[src/rtl/id_ex_stage_if.sv]
// Decode-side bundle feeding the ID/EX pipeline register.
// The decoder drives through master; the pipeline register consumes through slave.
interface id_ex_stage_if;
   logic        id_valid;
   logic [31:0] id_pc;
   logic [31:0] id_rs1_data;
   logic [31:0] id_rs2_data;
   logic [31:0] id_imm;
   logic [4:0]  id_rs1;
   logic [4:0]  id_rs2;
   logic [4:0]  id_rd;
   logic [3:0]  id_alu_op;
   logic        id_asel;
   logic        id_bsel;
   logic        id_wb_en;
   logic [1:0]  id_wb_sel;
   logic        id_mem_we;
   logic        id_branch;

   modport master (
      output id_valid, id_pc, id_rs1_data, id_rs2_data, id_imm,
             id_rs1, id_rs2, id_rd, id_alu_op, id_asel, id_bsel,
             id_wb_en, id_wb_sel, id_mem_we, id_branch
   );

   modport slave (
      input  id_valid, id_pc, id_rs1_data, id_rs2_data, id_imm,
             id_rs1, id_rs2, id_rd, id_alu_op, id_asel, id_bsel,
             id_wb_en, id_wb_sel, id_mem_we, id_branch
   );
endinterface

[src/rtl/id_ex_stage.sv]
// ID/EX pipeline register: operand forwarding from MEM/WB, load-use bubble
// insertion, and stall/flush handling so EX sees a real instruction or a clean bubble.
module id_ex_stage #(
   parameter logic [3:0] ALU_ADD = 4'd0,
   parameter logic [1:0] WB_LOAD = 2'b01
) (
   input  logic          cpu_clk,
   input  logic          cpu_rst,
   id_ex_stage_if.slave  id,
   input  logic          stall,
   input  logic          flush,
   input  logic          mem_wb_en,
   input  logic [4:0]    mem_rd,
   input  logic [31:0]   mem_data,
   input  logic          wb_wb_en,
   input  logic [4:0]    wb_rd,
   input  logic [31:0]   wb_data,
   output logic          ex_valid,
   output logic [3:0]    alu_op,
   output logic [31:0]   alu_a,
   output logic [31:0]   alu_b,
   output logic [31:0]   ex_pc,
   output logic [31:0]   ex_imm,
   output logic [31:0]   ex_store_data,
   output logic [4:0]    ex_rd,
   output logic          ex_wb_en,
   output logic [1:0]    ex_wb_sel,
   output logic          ex_mem_we,
   output logic          ex_branch,
   output logic          load_use
);

   typedef struct packed {
      logic        valid;
      logic [31:0] pc;
      logic [31:0] rs1_data;
      logic [31:0] rs2_data;
      logic [31:0] imm;
      logic [4:0]  rs1;
      logic [4:0]  rs2;
      logic [4:0]  rd;
      logic [3:0]  alu_op;
      logic        asel;
      logic        bsel;
      logic        wb_en;
      logic [1:0]  wb_sel;
      logic        mem_we;
      logic        branch;
   } ex_state_t;

   function automatic ex_state_t bubble();
      ex_state_t b;
      b        = '0;
      b.alu_op = ALU_ADD;
      return b;
   endfunction

   ex_state_t state_reg;
   ex_state_t state_next;

   // Index 0 is rs1, index 1 is rs2 for all per-operand arrays below.
   logic [4:0]  ex_src_addr [2];
   logic [31:0] ex_src_data [2];
   logic [4:0]  id_src_addr [2];
   logic [31:0] id_src_data [2];
   logic [31:0] fwd_data    [2];
   logic [31:0] cap_data    [2];

   assign ex_src_addr[0] = state_reg.rs1;
   assign ex_src_addr[1] = state_reg.rs2;
   assign ex_src_data[0] = state_reg.rs1_data;
   assign ex_src_data[1] = state_reg.rs2_data;
   assign id_src_addr[0] = id.id_rs1;
   assign id_src_addr[1] = id.id_rs2;
   assign id_src_data[0] = id.id_rs1_data;
   assign id_src_data[1] = id.id_rs2_data;

   genvar gi;
   generate
      for (gi = 0; gi < 2; gi++) begin : g_operand
         logic mem_hit;
         logic wb_hit;
         logic wb_cap_hit;

         // x0 is hard-wired zero, so a write to it must never be forwarded.
         assign mem_hit    = mem_wb_en && (mem_rd != 5'd0) && (mem_rd == ex_src_addr[gi]);
         assign wb_hit     = wb_wb_en  && (wb_rd  != 5'd0) && (wb_rd  == ex_src_addr[gi]);
         assign wb_cap_hit = wb_wb_en  && (wb_rd  != 5'd0) && (wb_rd  == id_src_addr[gi]);

         assign fwd_data[gi] = mem_hit ? mem_data :
                               wb_hit  ? wb_data  : ex_src_data[gi];
         // Register file reads the old value in the write cycle; bypass it here.
         assign cap_data[gi] = wb_cap_hit ? wb_data : id_src_data[gi];
      end
   endgenerate

   assign load_use = !stall && !flush
                  && state_reg.valid && state_reg.wb_en
                  && (state_reg.wb_sel == WB_LOAD) && (state_reg.rd != 5'd0)
                  && id.id_valid
                  && ((state_reg.rd == id.id_rs1) || (state_reg.rd == id.id_rs2));

   always_comb begin
      state_next = state_reg;
      if (flush || load_use) begin
         state_next = bubble();
      end else if (stall) begin
         // Refresh held operands so producers retiring during the stall are kept.
         state_next.rs1_data = fwd_data[0];
         state_next.rs2_data = fwd_data[1];
      end else begin
         state_next.valid    = id.id_valid;
         state_next.pc       = id.id_pc;
         state_next.rs1_data = cap_data[0];
         state_next.rs2_data = cap_data[1];
         state_next.imm      = id.id_imm;
         state_next.rs1      = id.id_rs1;
         state_next.rs2      = id.id_rs2;
         state_next.rd       = id.id_rd;
         state_next.alu_op   = id.id_alu_op;
         state_next.asel     = id.id_asel;
         state_next.bsel     = id.id_bsel;
         state_next.wb_en    = id.id_wb_en;
         state_next.wb_sel   = id.id_wb_sel;
         state_next.mem_we   = id.id_mem_we;
         state_next.branch   = id.id_branch;
      end
   end

   always_ff @(posedge cpu_clk) begin
      if (cpu_rst) begin
         state_reg <= bubble();
      end else begin
         state_reg <= state_next;
      end
   end

   assign ex_valid      = state_reg.valid;
   assign alu_op        = state_reg.alu_op;
   assign alu_a         = state_reg.asel ? state_reg.pc  : fwd_data[0];
   assign alu_b         = state_reg.bsel ? state_reg.imm : fwd_data[1];
   assign ex_pc         = state_reg.pc;
   assign ex_imm        = state_reg.imm;
   assign ex_store_data = fwd_data[1];
   assign ex_rd         = state_reg.rd;
   assign ex_wb_en      = state_reg.wb_en;
   assign ex_wb_sel     = state_reg.wb_sel;
   assign ex_mem_we     = state_reg.mem_we;
   assign ex_branch     = state_reg.branch;

endmodule
[src/flat_wrapper.sv]
// flat-port wrapper written by rule: the top's interface ports become plain ports
module id_ex_stage_flat 
#(
   parameter logic [3:0] ALU_ADD = 4'd0,
   parameter logic [1:0] WB_LOAD = 2'b01
)
  (cpu_clk, cpu_rst, stall, flush, mem_wb_en, mem_rd, mem_data, wb_wb_en, wb_rd, wb_data, ex_valid, alu_op, alu_a, alu_b, ex_pc, ex_imm, ex_store_data, ex_rd, ex_wb_en, ex_wb_sel, ex_mem_we, ex_branch, load_use, id_id_valid, id_id_pc, id_id_rs1_data, id_id_rs2_data, id_id_imm, id_id_rs1, id_id_rs2, id_id_rd, id_id_alu_op, id_id_asel, id_id_bsel, id_id_wb_en, id_id_wb_sel, id_id_mem_we, id_id_branch);
  id_ex_stage_if id_i ();
  input  logic cpu_clk;
  input  logic cpu_rst;
  input  logic stall;
  input  logic flush;
  input  logic mem_wb_en;
  input  logic [4:0] mem_rd;
  input  logic [31:0] mem_data;
  input  logic wb_wb_en;
  input  logic [4:0] wb_rd;
  input  logic [31:0] wb_data;
  output logic ex_valid;
  output logic [3:0] alu_op;
  output logic [31:0] alu_a;
  output logic [31:0] alu_b;
  output logic [31:0] ex_pc;
  output logic [31:0] ex_imm;
  output logic [31:0] ex_store_data;
  output logic [4:0] ex_rd;
  output logic ex_wb_en;
  output logic [1:0] ex_wb_sel;
  output logic ex_mem_we;
  output logic ex_branch;
  output logic load_use;
  input wire logic [$bits(id_i.id_valid)-1:0] id_id_valid;
  input wire logic [$bits(id_i.id_pc)-1:0] id_id_pc;
  input wire logic [$bits(id_i.id_rs1_data)-1:0] id_id_rs1_data;
  input wire logic [$bits(id_i.id_rs2_data)-1:0] id_id_rs2_data;
  input wire logic [$bits(id_i.id_imm)-1:0] id_id_imm;
  input wire logic [$bits(id_i.id_rs1)-1:0] id_id_rs1;
  input wire logic [$bits(id_i.id_rs2)-1:0] id_id_rs2;
  input wire logic [$bits(id_i.id_rd)-1:0] id_id_rd;
  input wire logic [$bits(id_i.id_alu_op)-1:0] id_id_alu_op;
  input wire logic [$bits(id_i.id_asel)-1:0] id_id_asel;
  input wire logic [$bits(id_i.id_bsel)-1:0] id_id_bsel;
  input wire logic [$bits(id_i.id_wb_en)-1:0] id_id_wb_en;
  input wire logic [$bits(id_i.id_wb_sel)-1:0] id_id_wb_sel;
  input wire logic [$bits(id_i.id_mem_we)-1:0] id_id_mem_we;
  input wire logic [$bits(id_i.id_branch)-1:0] id_id_branch;
  assign id_i.id_valid = id_id_valid;
  assign id_i.id_pc = id_id_pc;
  assign id_i.id_rs1_data = id_id_rs1_data;
  assign id_i.id_rs2_data = id_id_rs2_data;
  assign id_i.id_imm = id_id_imm;
  assign id_i.id_rs1 = id_id_rs1;
  assign id_i.id_rs2 = id_id_rs2;
  assign id_i.id_rd = id_id_rd;
  assign id_i.id_alu_op = id_id_alu_op;
  assign id_i.id_asel = id_id_asel;
  assign id_i.id_bsel = id_id_bsel;
  assign id_i.id_wb_en = id_id_wb_en;
  assign id_i.id_wb_sel = id_id_wb_sel;
  assign id_i.id_mem_we = id_id_mem_we;
  assign id_i.id_branch = id_id_branch;
  id_ex_stage #(.ALU_ADD(ALU_ADD), .WB_LOAD(WB_LOAD)) u_core (.cpu_clk(cpu_clk), .cpu_rst(cpu_rst), .id(id_i), .stall(stall), .flush(flush), .mem_wb_en(mem_wb_en), .mem_rd(mem_rd), .mem_data(mem_data), .wb_wb_en(wb_wb_en), .wb_rd(wb_rd), .wb_data(wb_data), .ex_valid(ex_valid), .alu_op(alu_op), .alu_a(alu_a), .alu_b(alu_b), .ex_pc(ex_pc), .ex_imm(ex_imm), .ex_store_data(ex_store_data), .ex_rd(ex_rd), .ex_wb_en(ex_wb_en), .ex_wb_sel(ex_wb_sel), .ex_mem_we(ex_mem_we), .ex_branch(ex_branch), .load_use(load_use));
endmodule
[config.mk]
export PLATFORM = sky130hd
export DESIGN_NAME = id_ex_stage_flat
export DESIGN_NICKNAME = d
export VERILOG_FILES = /design/src/rtl/id_ex_stage_if.sv /design/src/rtl/id_ex_stage.sv /design/src/flat_wrapper.sv
export SDC_FILE = /design/constraint.sdc
export NUM_CORES = 1
export LEC_CHECK = 0
export ABC_CLOCK_PERIOD_IN_PS = 5400
export CAP_MARGIN = 30
export CELL_PAD_IN_SITES_DETAIL_PLACEMENT = 1
export CELL_PAD_IN_SITES_GLOBAL_PLACEMENT = 1
export CORE_MARGIN = 3
export CORE_UTILIZATION = 30
export CTS_CLUSTER_DIAMETER = 200
export DETAILED_ROUTE_END_ITERATION = 10
export PLACE_DENSITY = 0.87
export SKIP_CTS_REPAIR_TIMING = 1
export SYNTH_ARGS = -nofsm -noshare
export SYNTH_HDL_FRONTEND = slang
export SYNTH_SLANG_ARGS = --single-unit
[constraint.sdc]
create_clock -name cpu_clk -period 5.4 [get_ports cpu_clk]
set_clock_uncertainty 0.1 [all_clocks]
set_input_delay 0.81 -clock cpu_clk [delete_from_list [all_inputs] [get_ports cpu_clk]]
set_output_delay 0.81 -clock cpu_clk [all_outputs]
set_load 0.005 [all_outputs]
==> metrics.md <==
| Metric | Value |
|---|---|
| Synth Area in XOR/XNOR | `3.181%` |
| Max reg flops | `64` |
| Power per cell area | `219.8 nW/um^2` |
| Adder-cell area share of the yosys netlist | `0%` |
| Post-synthesis mux area share | `15.75%` |
| Crit path capture type | `output pin` |
| CP max stage delay | `0.61 ns` |
| Global routing usage on met1 | `28.01%` |
| Final worst-path cycle share | `91.36%` |
| Sw Share | `29.13%` |
| Seq cells post-synth | `155` |
| Sequential share of the synthesized area | `28.18%` |
| RSZ-0062 raised after global routing | `no` |
| Vias in the first global route | `11780` |
| P_sw | `996.5 uW` |
| Status | `complete, no violations` |
| Largest net degree at the start of global routing | `97` |
| Crit Path Category | `in2out` |
| R2R cell count | `6` |
| Gate power share | `24.2%` |
| Clk sinks | `155` |
| Post-layout minimum cycle time | `4.933 ns` |
| Setup TNS | `0 ns` |
| Total grt overflow | `0` |
| GRT Util Overall | `23.39%` |
| Routed WL per cell | `22.79 um` |
| Final nets | `1810` |
| Met2 Resource Use GR | `40.75%` |
| CP delay by family, top | `buffers and inverters` |
| Final WS setup | `0.4668 ns` |
| DIE AREA | `39050 sq um` |
| CP dominant cell by count | `clkdlybuf4s50_1` |
| YS warnings | `0` |
| Final setup fails | `0` |
| Fill count | `4182` |
| Area contributors post-synth | `dfxtp_1 28%, mux2i_1 8.2%, nor2_1 6.6%` |
| Post-layout util | `43.34%` |
| Simple-Gate Fraction of Synth Area | `19.25%` |
| GPL Wtd Cong | `0.8179` |
| Via count | `10979` |
| Syn Nets | `1556` |
| # port buffers | `410` |
| Flop pwr share | `35.6%` |
| Synth top area share | `28.18%` |
| Critical Path RT | `4.49 ns` |
| Reg area | `3105 sq um` |
| Routed vias/inst | `5.353` |
| TritonCTS clock tree | `yes` |
| Core footprint | `35910 sq um` |
| DR iter-0 viols | `562` |
| Complex-gate fraction of the synthesized area | `19.81%` |
| Slowest stage cell, crit path | `or4_1` |
| Slew @ Worst Pin | `0.9889 ns` |
| Maximum vdd drop | `223.8 uV` |
| Crit path DAT | `4.02 ns` |
| Clock share of power | `40.2%` |
| Mapped Cells | `1321` |
| Critical R2R Capture | `u_core.ex_src_data[57]` |
| Total CTS buffers | `17` |
| Buf+Inv Stages, Crit Path | `3` |
| CTS HTree Levels | `4` |
| Skew-Pair Late Insertion Delay | `0.45 ns` |
| Die Span Y | `197.6 um` |
| Antenna Nets Post-Route | `0` |
| CTS Root Buffer Type | `clkbuf_16` |
| Hold Vio Cnt, Final | `0` |
| Worst hold path endpoint | `u_core.ex_valid` |
| Main combinational cell family by area after synthesis | `compound AO/OA/AOI/OAI gates` |
| Ratio of cells with drive above 1 in the final layout | `12.85%` |
| HP Class | `reg2reg` |
| Worst path cell trace | `clkdlybuf4s50_1 > or4_1 > o21a_4 > buf_4 > and4_1 > o31ai_1 > o21ai_0 > clkdlybuf4s50_1` |
| Clock Pin Slew Worst Setup and Hold Paths | `0.07 ns` |
| Pint | `2425 uW` |
| DRC viols | `0` |
| Post-synth cell types | `36` |
| Crit Path Max Fanout | `52` |
| Worst slack, placed | `0.5145 ns` |
| Worst slew margin | `34.08%` |
| Area grow syn2layout | `41.32%` |
| Cell taking the most area after synthesis | `dfxtp_1` |
| Row count | `69` |
| Initial Utilization | `30.66%` |
| Final Slew Violations | `0` |
| Area of the multi-input gates | `6467 sq um` |
| Initial antenna violation count | `1` |
| First-pass GRT wire length | `70.61 mm` |
| Reg2reg start | `u_core.ex_rd[0]` |
| Cells on Worst Hold Path | `2` |
| Fmax | `202.7 MHz` |
| IO Pins | `411` |
| Chip Width | `197.6 um` |
| Leak | `0.005918 uW` |
| Deepest clock path buffer count | `2` |
| Total routed wirelength | `46.74 mm` |
| Worst reg-to-reg setup slack | `2.82 ns` |
| Final HPWL DP | `33.40 mm` |
| DRT Pass-1 Iters | `5` |
| Post-Synthesis Cell Area | `11010 sq um` |
| GRT Max-Usage Layer | `met2` |
| Startpoint Class | `primary input` |
| Max Cap Viol | `0` |
| Hold Crit Start | `u_core.ex_valid` |
| Post-Syn Area per Cell | `8.337 sq um` |
| Met3 Use GR | `5.594%` |
stage by stage:
| step | power, uW | instance area (sq um) | cells | hold WS [ns] |
|---|---|---|---|---|
| floorplan | 1629 | 11010 | 1321 | 0.3647 |
| global placement | 2037 | 14890 | 2016 | 0.3750 |
| detailed placement | 2062 | 14890 | 2016 | 0.3987 |
| CTS | 3450 | 15530 | 2048 | 0.4229 |
| global route | 3556 | 15560 | 2050 | 0.4378 |
| finish | 3421 | 15560 | 2051 | 0.4168 |
layout by cell type, fill, tap and decap left out, types with 3 or more instances in the layout:
cell type and count:
clkdlybuf4s50_1 409, nor2_1 192, dfxtp_1 153, inv_1 98, mux2i_1 90, nand2_1 66, a31oi_1 64, and4_1 62
nand3b_1 62, o21ai_0 52, a211oi_1 34, mux2_2 34, o31ai_1 32, xor2_1 30, mux2_4 30, a211oi_2 30
buf_4 27, o31ai_2 18, clkbuf_16 17, o31ai_4 15, xnor2_1 10, o21ai_1 10, nor3_1 6, a2111oi_0 4
bufinv_16 4, and4_2 3, inv_6 3, clkinv_4 3, buf_12 3
synth_stat cells:
cell type	instances
a2111oi_0	4
a211oi_1	36
a211oi_2	30
a21oi_1	1
a22oi_1	1
a31oi_1	64
and2_1	2
and3_1	1
and4_1	65
buf_1	1
buf_2	9
buf_4	77
buf_6	11
clkbuf_1	108
dfxtp_1	155
inv_1	98
mux2_2	34
mux2_4	30
mux2i_1	90
nand2_1	66
nand2b_1	1
nand3b_1	62
nand4_1	2
nor2_1	194
nor3_1	6
nor3_2	2
nor4_1	1
o21a_1	1
o21ai_0	52
o21ai_1	10
o31ai_1	33
o31ai_2	18
o31ai_4	14
or4_1	2
xnor2_1	10
xor2_1	30
cell families (layout without fill, tap and decap cells):
logic type | after synthesis | count (layout)
compound gates | 264 | 264
xor+xnor | 40 | 40
buf+inv | 304 | 571
flops | 155 | 155
mux | 154 | 154
other cells | 0 | 2
simple gates | 404 | 404
power groups by stage:
stage | logic [uW] | registers, uW | clock network [uW]
after detailed placement | 819 | 1240 | 0
after CTS | 826 | 1220 | 1410
after global routing | 884 | 1220 | 1450
after floorplan | 399 | 1230 | 0
final | 829 | 1220 | 1380
after global placement | 797 | 1240 | 0
final cells by class:
type / instances / area share [%]
clock inverter: 12 / 1.190
multi-input combinational: 862 / 41.55
tap: 461 / 3.706
antenna: 2 / 0.03216
sequential: 155 / 19.95
timing repair buffer: 441 / 28.27
clock buffer: 20 / 2.934
inverter: 98 / 2.364
how the worst max path moves through the flow:
stage,start,end,slack [ns],depth (start not counted)
final,wb_rd[4],alu_a[22],0.47,8
after CTS,wb_rd[4],alu_a[22],0.50,8
after global placement,wb_rd[4],alu_a[22],0.61,8
after global routing,wb_rd[4],alu_a[22],0.39,8
after floorplan,wb_rd[0],alu_b[18],2.00,8
after detailed placement,wb_rd[4],alu_a[22],0.51,8
metal layers:
metal	vias to the layer above	routed length (um)	part of all wire, %
met1	5405	19160	41
met2	419	23070	49
met5	-	0	0
li1	5073	-	-
met4	0	1484	3.2
met3	82	3024	6.5
worst min-delay path: stages, from the launching register on:
cell and delay (ns):
dfxtp_1 0.33, nand2_1 0.07, a21oi_1 0.06
Power figures use the tool's default switching activity.
